==> config.mk <==
export PLATFORM = sky130hd
export DESIGN_NAME = pipeline_hazard_ctrl
export DESIGN_NICKNAME = d
export VERILOG_FILES = /design/src/rtl/pipeline_pkg.sv /design/src/rtl/pipeline_stat_counter.sv /design/src/rtl/pipeline_hazard_ctrl.sv
export SDC_FILE = /design/constraint.sdc
export NUM_CORES = 1
export LEC_CHECK = 0
export ABC_CLOCK_PERIOD_IN_PS = 1870
export CAP_MARGIN = 10
export CELL_PAD_IN_SITES_DETAIL_PLACEMENT = 1
export CELL_PAD_IN_SITES_GLOBAL_PLACEMENT = 1
export CORE_UTILIZATION = 27
export DETAILED_ROUTE_END_ITERATION = 10
export HOLD_SLACK_MARGIN = 0.08
export PLACE_DENSITY = 0.86
export SYNTH_ARGS = -nofsm -noshare
export SYNTH_HDL_FRONTEND = slang
export SYNTH_HIERARCHICAL = 1
export SYNTH_SLANG_ARGS = --single-unit
export TNS_END_PERCENT = 100
==> constraint.sdc <==
create_clock -name clock -period 1.87 [get_ports clock]
set_clock_uncertainty 0.15 [all_clocks]
set_input_delay 0.187 -clock clock [delete_from_list [all_inputs] [get_ports clock]]
set_output_delay 0.187 -clock clock [all_outputs]
set_load 0.1 [all_outputs]
==> src/rtl/pipeline_pkg.sv <==
// Shared pipeline control definitions: state encoding,
// mask polarities and the default pipeline depth.
package pipeline_pkg;

  typedef enum logic {
    RUN   = 1'b0,
    STALL = 1'b1
  } state_e;

  localparam logic LOCK_WRITE = 1'b1;
  localparam logic CLEAR_ON   = 1'b1;

  localparam int DEF_STAGES = 4;

endpackage

==> src/rtl/pipeline_stat_counter.sv <==
// Saturating 32-bit event counter with enable.
// Only built with PIPELINE_HAZARD_CTRL_STATS_EN defined.
`ifdef PIPELINE_HAZARD_CTRL_STATS_EN
module pipeline_stat_counter (
  input  logic        clock,
  input  logic        reset,
  input  logic        en,
  output logic [31:0] count
);

  always_ff @(posedge clock or posedge reset) begin
    if (reset) begin
      count <= '0;
    end else if (en && (count != '1)) begin
      count <= count + 32'd1;
    end
  end

endmodule
`endif

==> src/rtl/pipeline_hazard_ctrl.sv <==
// Per-stage lock/clear mask generator with multi-cycle stall engine.
// Optional stats counters: PIPELINE_HAZARD_CTRL_STATS_EN.
module pipeline_hazard_ctrl
  import pipeline_pkg::*;
#(
  parameter int STAGES       = DEF_STAGES,
  parameter int BRANCH_STAGE = 2,
  parameter int JUMP_STAGE   = 1,
  parameter int STALL_STAGE  = 1,
  parameter int CNT_W        = 3
) (
  input  logic              clock,
  input  logic              reset,
  input  logic              branch,
  input  logic              jump,
  input  logic              stall_req,
  input  logic [CNT_W-1:0]  stall_len,
  output logic [STAGES-1:0] pipeline_lock,
  output logic [STAGES-1:0] pipeline_clear,
  output logic              stalling,
  output logic [CNT_W-1:0]  stall_remaining
`ifdef PIPELINE_HAZARD_CTRL_STATS_EN
  ,
  output logic [31:0]       stat_stall_cycles,
  output logic [31:0]       stat_flush_events
`endif
);

  if (STAGES < 1) begin : g_bad_stages
    $fatal(1, "STAGES must be >= 1");
  end
  if (BRANCH_STAGE < 1 || BRANCH_STAGE > STAGES) begin : g_bad_br
    $fatal(1, "BRANCH_STAGE out of range 1..STAGES");
  end
  if (JUMP_STAGE < 1 || JUMP_STAGE > STAGES) begin : g_bad_jmp
    $fatal(1, "JUMP_STAGE out of range 1..STAGES");
  end
  if (STALL_STAGE < 1 || STALL_STAGE > STAGES - 1) begin : g_bad_stl
    $fatal(1, "STALL_STAGE out of range 1..STAGES-1");
  end
  if (CNT_W < 1) begin : g_bad_cnt
    $fatal(1, "CNT_W must be >= 1");
  end

  localparam logic [STAGES-1:0] ALL1 = {STAGES{1'b1}};
  localparam logic [STAGES-1:0] BR_MASK = ALL1 >> (STAGES - BRANCH_STAGE);
  localparam logic [STAGES-1:0] JMP_MASK = ALL1 >> (STAGES - JUMP_STAGE);
  localparam logic [STAGES-1:0] STL_HOLD = ~(ALL1 << STALL_STAGE);
  localparam logic [STAGES-1:0] STL_BUB = STAGES'(1) << STALL_STAGE;

  state_e           state_q, state_d;
  logic [CNT_W-1:0] cnt_q, cnt_d;
  logic [CNT_W-1:0] len_m1;
  logic             flush;

  // A zero-length request still costs one stall cycle.
  assign len_m1 = (stall_len == '0) ? '0 : stall_len - 1'b1;

  always_ff @(posedge clock or posedge reset) begin
    if (reset) begin
      state_q <= RUN;
      cnt_q   <= '0;
    end else begin
      state_q <= state_d;
      cnt_q   <= cnt_d;
    end
  end

  always_comb begin
    state_d        = state_q;
    cnt_d          = cnt_q;
    pipeline_lock  = {STAGES{LOCK_WRITE}};
    pipeline_clear = {STAGES{~CLEAR_ON}};
    stalling       = 1'b0;
    flush          = 1'b0;
    if (reset) begin
      state_d        = RUN;
      cnt_d          = '0;
      pipeline_clear = {STAGES{CLEAR_ON}};
    end else begin
      unique case (state_q)
        RUN: begin
          if (branch) begin
            pipeline_clear = BR_MASK;
            flush          = 1'b1;
          end else if (jump) begin
            pipeline_clear = JMP_MASK;
            flush          = 1'b1;
          end else if (stall_req) begin
            pipeline_lock  = ~STL_HOLD;
            pipeline_clear = STL_BUB;
            stalling       = 1'b1;
            cnt_d          = len_m1;
            state_d        = (len_m1 != '0) ? STALL : RUN;
          end
        end
        STALL: begin
          if (branch) begin
            pipeline_clear = BR_MASK;
            flush          = 1'b1;
            cnt_d          = '0;
            state_d        = RUN;
          end else begin
            pipeline_lock  = ~STL_HOLD;
            pipeline_clear = STL_BUB;
            stalling       = 1'b1;
            cnt_d          = cnt_q - 1'b1;
            if (cnt_q == CNT_W'(1)) state_d = RUN;
          end
        end
        default: ;
      endcase
    end
  end

  // Cycles still to come after the current stall cycle.
  assign stall_remaining = stalling ? cnt_d : '0;

`ifdef PIPELINE_HAZARD_CTRL_STATS_EN
  pipeline_stat_counter u_stall_cnt (
    .clock (clock),
    .reset (reset),
    .en    (stalling),
    .count (stat_stall_cycles)
  );

  pipeline_stat_counter u_flush_cnt (
    .clock (clock),
    .reset (reset),
    .en    (flush),
    .count (stat_flush_events)
  );
`else
  logic unused_flush;
  assign unused_flush = flush;
`endif

endmodule

## Word-level counts from Yosys, hierarchy flattened

Index checks and enable logic that the tools add are counted.

- Memories kept: 0
- Latch bits: 0
- Register bits: 4
- Memory bits (writable): 0
- Bits in read-only memories: 0
- Word-level logic and storage cells: 42

- $add $sub $neg: 2
- Shift operators: 0
- Eq/ne operators: 1
- Magnitude comparators: 0
- Mux-type cells: 34
- Divide/modulo/power cells: 0
- Reductions and logical operators: 2
- Bitwise gates (word level): 1
- Multiply operators: 0

Operators with widths:

| cell | count |
|---|---|
| 3-bit 2-to-1 mux | 7 |
| 1-bit 2-to-1 mux | 17 |
| 4-bit one-hot mux with 2 select lines | 2 |
| 4-bit 2-to-1 mux | 2 |
| 2-bit 2-to-1 mux | 3 |
| 3-bit one-hot mux with 2 select lines | 1 |
| 3-bit by 1-bit subtractor with 3-bit output, second input constant | 2 |
| 1-bit one-hot mux with 2 select lines | 2 |
| 3-bit by 1-bit == test with 1-bit output, second input constant | 1 |
| 3-bit zero test | 1 |
| 3-bit nonzero test | 1 |
| 1-bit inverter | 1 |

## Depth between registers and ports, before layout

- Word-level depth: 9
- Depth in mapped cells: 6
- Mapped depth without buffers: 6

## Worst setup path after synthesis

No wires, ideal clock.

- Path kind: flip-flop to output port
- From: register state_q
- To: output port stall_remaining[2]
- Path buffers: 1
- Slack: -2.859 ns
- Cell stages (with the launch flop): 4
- Arrival time: 4.392 ns
- Cell sequence: dfrtp_1 > buf_4 > o21ai_0 > nor3_1

- Cells in the longest elaborated chain, start to end: 4
- Elaborated cells between the ends (all ways): 6
- Classes of those cells: mux (5); bitwise (1)

Ends and longest elaborated chain:

| item | line | RTL |
|---|---|---|
| from (decl) | pipeline_hazard_ctrl.sv:51 | `state_e state_q, state_d;` |
| from (signal assigned) | pipeline_hazard_ctrl.sv:64 | `state_q <= state_d;` |
| 1-bit inverter | - |  |
| 3-bit one-hot mux with 2 select lines / 1-bit one-hot mux with 2 select lines (equally long branches) | pipeline_hazard_ctrl.sv:81 | `unique case (state_q)` |
| 3-bit 2-to-1 mux / 1-bit 2-to-1 mux (equally long branches) | pipeline_hazard_ctrl.sv:76 | `if (reset) begin` |
| 3-bit 2-to-1 mux (*) | pipeline_hazard_ctrl.sv:117 | `assign stall_remaining = stalling ? cnt_d : '0;` |
| to (decl) | pipeline_hazard_ctrl.sv:21 | `output logic [CNT_W-1:0] stall_remaining` |

Every way passes the cells marked *; elsewhere a longest branch is shown, timed or not.

## Worst setup path in the final report

- From: register cnt_q[1]
- To: output port stall_remaining[1]

- Cells in the longest elaborated chain, start to end: 6
- Elaborated cells between the ends (all ways): 8
- Classes of those cells: add/sub (1); mux (7)

Ends and longest elaborated chain:

| item | line | RTL |
|---|---|---|
| from (decl) | pipeline_hazard_ctrl.sv:52 | `logic [CNT_W-1:0] cnt_q, cnt_d;` |
| from (signal assigned) | pipeline_hazard_ctrl.sv:65 | `cnt_q <= cnt_d;` |
| parallel branches: the longest is 3 deep, another holds 3-bit by 1-bit subtractor with 3-bit output | - |  |
| 3-bit one-hot mux with 2 select lines (*) | pipeline_hazard_ctrl.sv:81 |  |
| 3-bit 2-to-1 mux (*) | pipeline_hazard_ctrl.sv:76 |  |
| 3-bit 2-to-1 mux (*) | pipeline_hazard_ctrl.sv:117 |  |

Every way passes the cells marked *.

==> flow_summary_export.csv <==
group,metric,value,unit
routing,viasPerCell,4.83,
place,hpwl,1170,µm
layout,syn2layout_area_growth,114,%
synth,synth_top_family_by_area,"compound AO/OA/AOI/OAI gates",
global_route,grt_usage,0.199,
layout,nFillCells,179,
place,portBuffers,16,
floorplanning,die_w,42.2,µm
critical_path,cpPeakStageDelay,380,ps
timing,finalHoldViolCount,0,
routing,drc,0,
synth,yosysWarnings,6,
critical_path,crit_type,"flip-flop to output pin",
floorplanning,start_util,0.289,
clock_network,cts.path.max_buffers,2,
outcome,violations,"negative setup slack",
clock_network,clk-insertion-delay-late,250,ps
synth,netlist_area,435,µm²
layout,layout-drive-gt1-share,0.559,
global_route,grt_pass1_vias,574,
floorplanning,rows,14,
critical_path,slowest_stage,"dfrtp_1",
critical_path,cp-end-kind,"output pin",
timing,period_share,1.16,
timing,setup_ws,-297,ps
global_route,antenna_found_initial,0,
critical_path,cp_data_required_time,1530,ps
timing,rsz0062_at_grt,"true",
floorplanning,dieArea,0.00178,mm²
timing,drv_slew,0,
floorplanning,io_pins,20,
synth,synth_mux_area_frac,0.0230,
synth,synth-simple-area-share,0.184,
global_route,grt_overflow,0,
pwr,power.leakage,0.000444,µW
synth,synth_xor_area_frac,0.0201,
critical_path,crit_path_cell_trace,"inv_2 > ha_4 > o21a_1 > a311o_1 > a211oi_4 > buf_12",
clock_network,cts.clk_slew.worst_paths,40,ps
global_route,grt_pass1_wl,2510,µm
routing,detail-route-antenna-nets,0,
synth,synth_compound_area_frac,0.239,
clock_network,cts_buffers,3,
timing,fmax,0.461,GHz
pwr,vdd_ir_drop_max,0.000425,V
critical_path,startpoint_type,"flip-flop",
synth,ys_ff_latch,4,
pwr,p_total,458,µW
timing,hold_ws,274,ps
timing,fin_crit,2170,ps
routing,dr.first_iter.drc_count,7,
layout,layout_commonest_cell,"buf_4",
clock_network,root_buffer,"clkbuf_4",
routing,num_vias,526,
layout,final_cell_mix,"20 x buf_4, 9 x buf_12, 7 x inv_1",
critical_path,cp_max_fo,2,
synth,syn-instance-count,56,
routing,first_pass_iters,4,
layout,nets,107,
routing,totalWireLength,1600,µm
synth,synth-seq-area-share,0.230,
critical_path,arrival,1830,ps
synth,yosysUniqueCellTypes,22,
floorplanning,chipHeight,42.2,µm
clock_network,cts.sinks,4,
synth,synth_adder_area_share,0.115,
clock_network,cts_tree,"yes",
clock_network,hold_buffers,0,
job,cap_violations,0,
timing,setup_viol,1,
routing,wl_per_cell,14.7,µm
layout,utilization,0.618,
place,place.gp.congestion,0.729,
synth,synth.avg_cell_area,7.78,µm²
floorplanning,coreArea,0.00151,mm²
hold_path,hold_path_class,"primary input to flip-flop",
outcome,status,"complete, but fails checks",
global_route,grt_max_degree,7,
layout,diodes,0,
clock_network,htree_levels,1,
pwr,power_density,492,mW/mm²
## per-layer routing
metal / vias to the layer above / GRT usage / wire length, µm
li1: 251 / - / -
met1: 254 / 0.197 / 604
met2: 16 / 0.391 / 890
met3: 5 / 0.0647 / 71
met4: 0 / 0.0563 / 34
met5: - / 0 / 0
## report_power, final
group	internal, µW	switching, µW	leakage (µW)
clock	72.1	41.3	0.0000138
combinational	98.9	147	0.000376
sequential	92.3	6.49	0.0000543
## registers in the layout, summed over array words and instances, names as in the netlist
signal	cells
state_q	1
cnt_q	3
## Yosys cell counts
library cell	n	share of area
a211oi_1	2	0.034
a211oi_2	1	0.029
a21oi_1	4	0.046
a22oi_1	1	0.017
a311o_1	1	0.023
and3_1	1	0.014
and4bb_2	1	0.029
buf_4	6	0.10
conb_1	1	0.0086
dfrtp_1	4	0.23
ha_1	4	0.11
inv_1	9	0.078
mux2i_1	1	0.023
nand2_1	2	0.017
nor2_1	7	0.060
nor2b_1	1	0.014
nor3_1	2	0.023
o21a_1	3	0.052
o21ai_0	2	0.023
o22ai_1	1	0.014
or3b_4	1	0.026
xor2_1	1	0.020
## area by class of cell
| cell class | instances | area, µm² | area share |
|---|---|---|---|
| clock buffer | 3 | 22.5 | 0.0242 |
| multi-input combinational | 39 | 348 | 0.374 |
| inverter | 9 | 33.8 | 0.0363 |
| timing repair buffer | 38 | 407 | 0.437 |
| tap | 16 | 20.0 | 0.0215 |
| sequential | 4 | 100 | 0.108 |
## worst paths after layout
path / from / to / slack, ps / depth (start not counted)
max: cnt_q[1] / stall_remaining[1] / -300 / 6
min: branch / cnt_q[0] / 270 / 5
max reg2reg: cnt_q[1] / cnt_q[1] / 350 / 5
min reg2reg: state_q / cnt_q[0] / 530 / 3
max in group asynchronous: reset / cnt_q[2] / 1170 / 4
min in group asynchronous: reset / cnt_q[0] / 290 / 4
## through the flow
step	setup WS (ps)	std cells	instance area (µm²)	setup TNS, ps
after floorplan	-520	58	477	-969
after global placement	-389	103	845	-942
after detailed placement	-406	103	845	-1250
after CTS	-278	109	922	-278
after global routing	-363	109	931	-405
final	-297	109	931	-297
## repair_timing
action | in CTS | in global routing
pin swaps | 7 | 2
buffers inserted | 4 | 0
resized for setup | 23 | 5
setup endpoints to repair | 4 | 3
## critical path: cells and delay by family, from the launching register on
family                     cells  cell delay [ps]
buffers and inverters          2              300
DFF                            1              380
adders and majority gates      1              200
AOI/OAI and AO/OA              3              700
## cells by family after synthesis
family / count (synthesis)
and+or+nand+nor: 15
AOI/OAI and AO/OA: 15
other: 1
DFF: 4
buffers and inverters: 15
muxes: 1
xor gates and xnor gates: 1
adders and majority gates: 4
(Power assumes the default switching activity.)
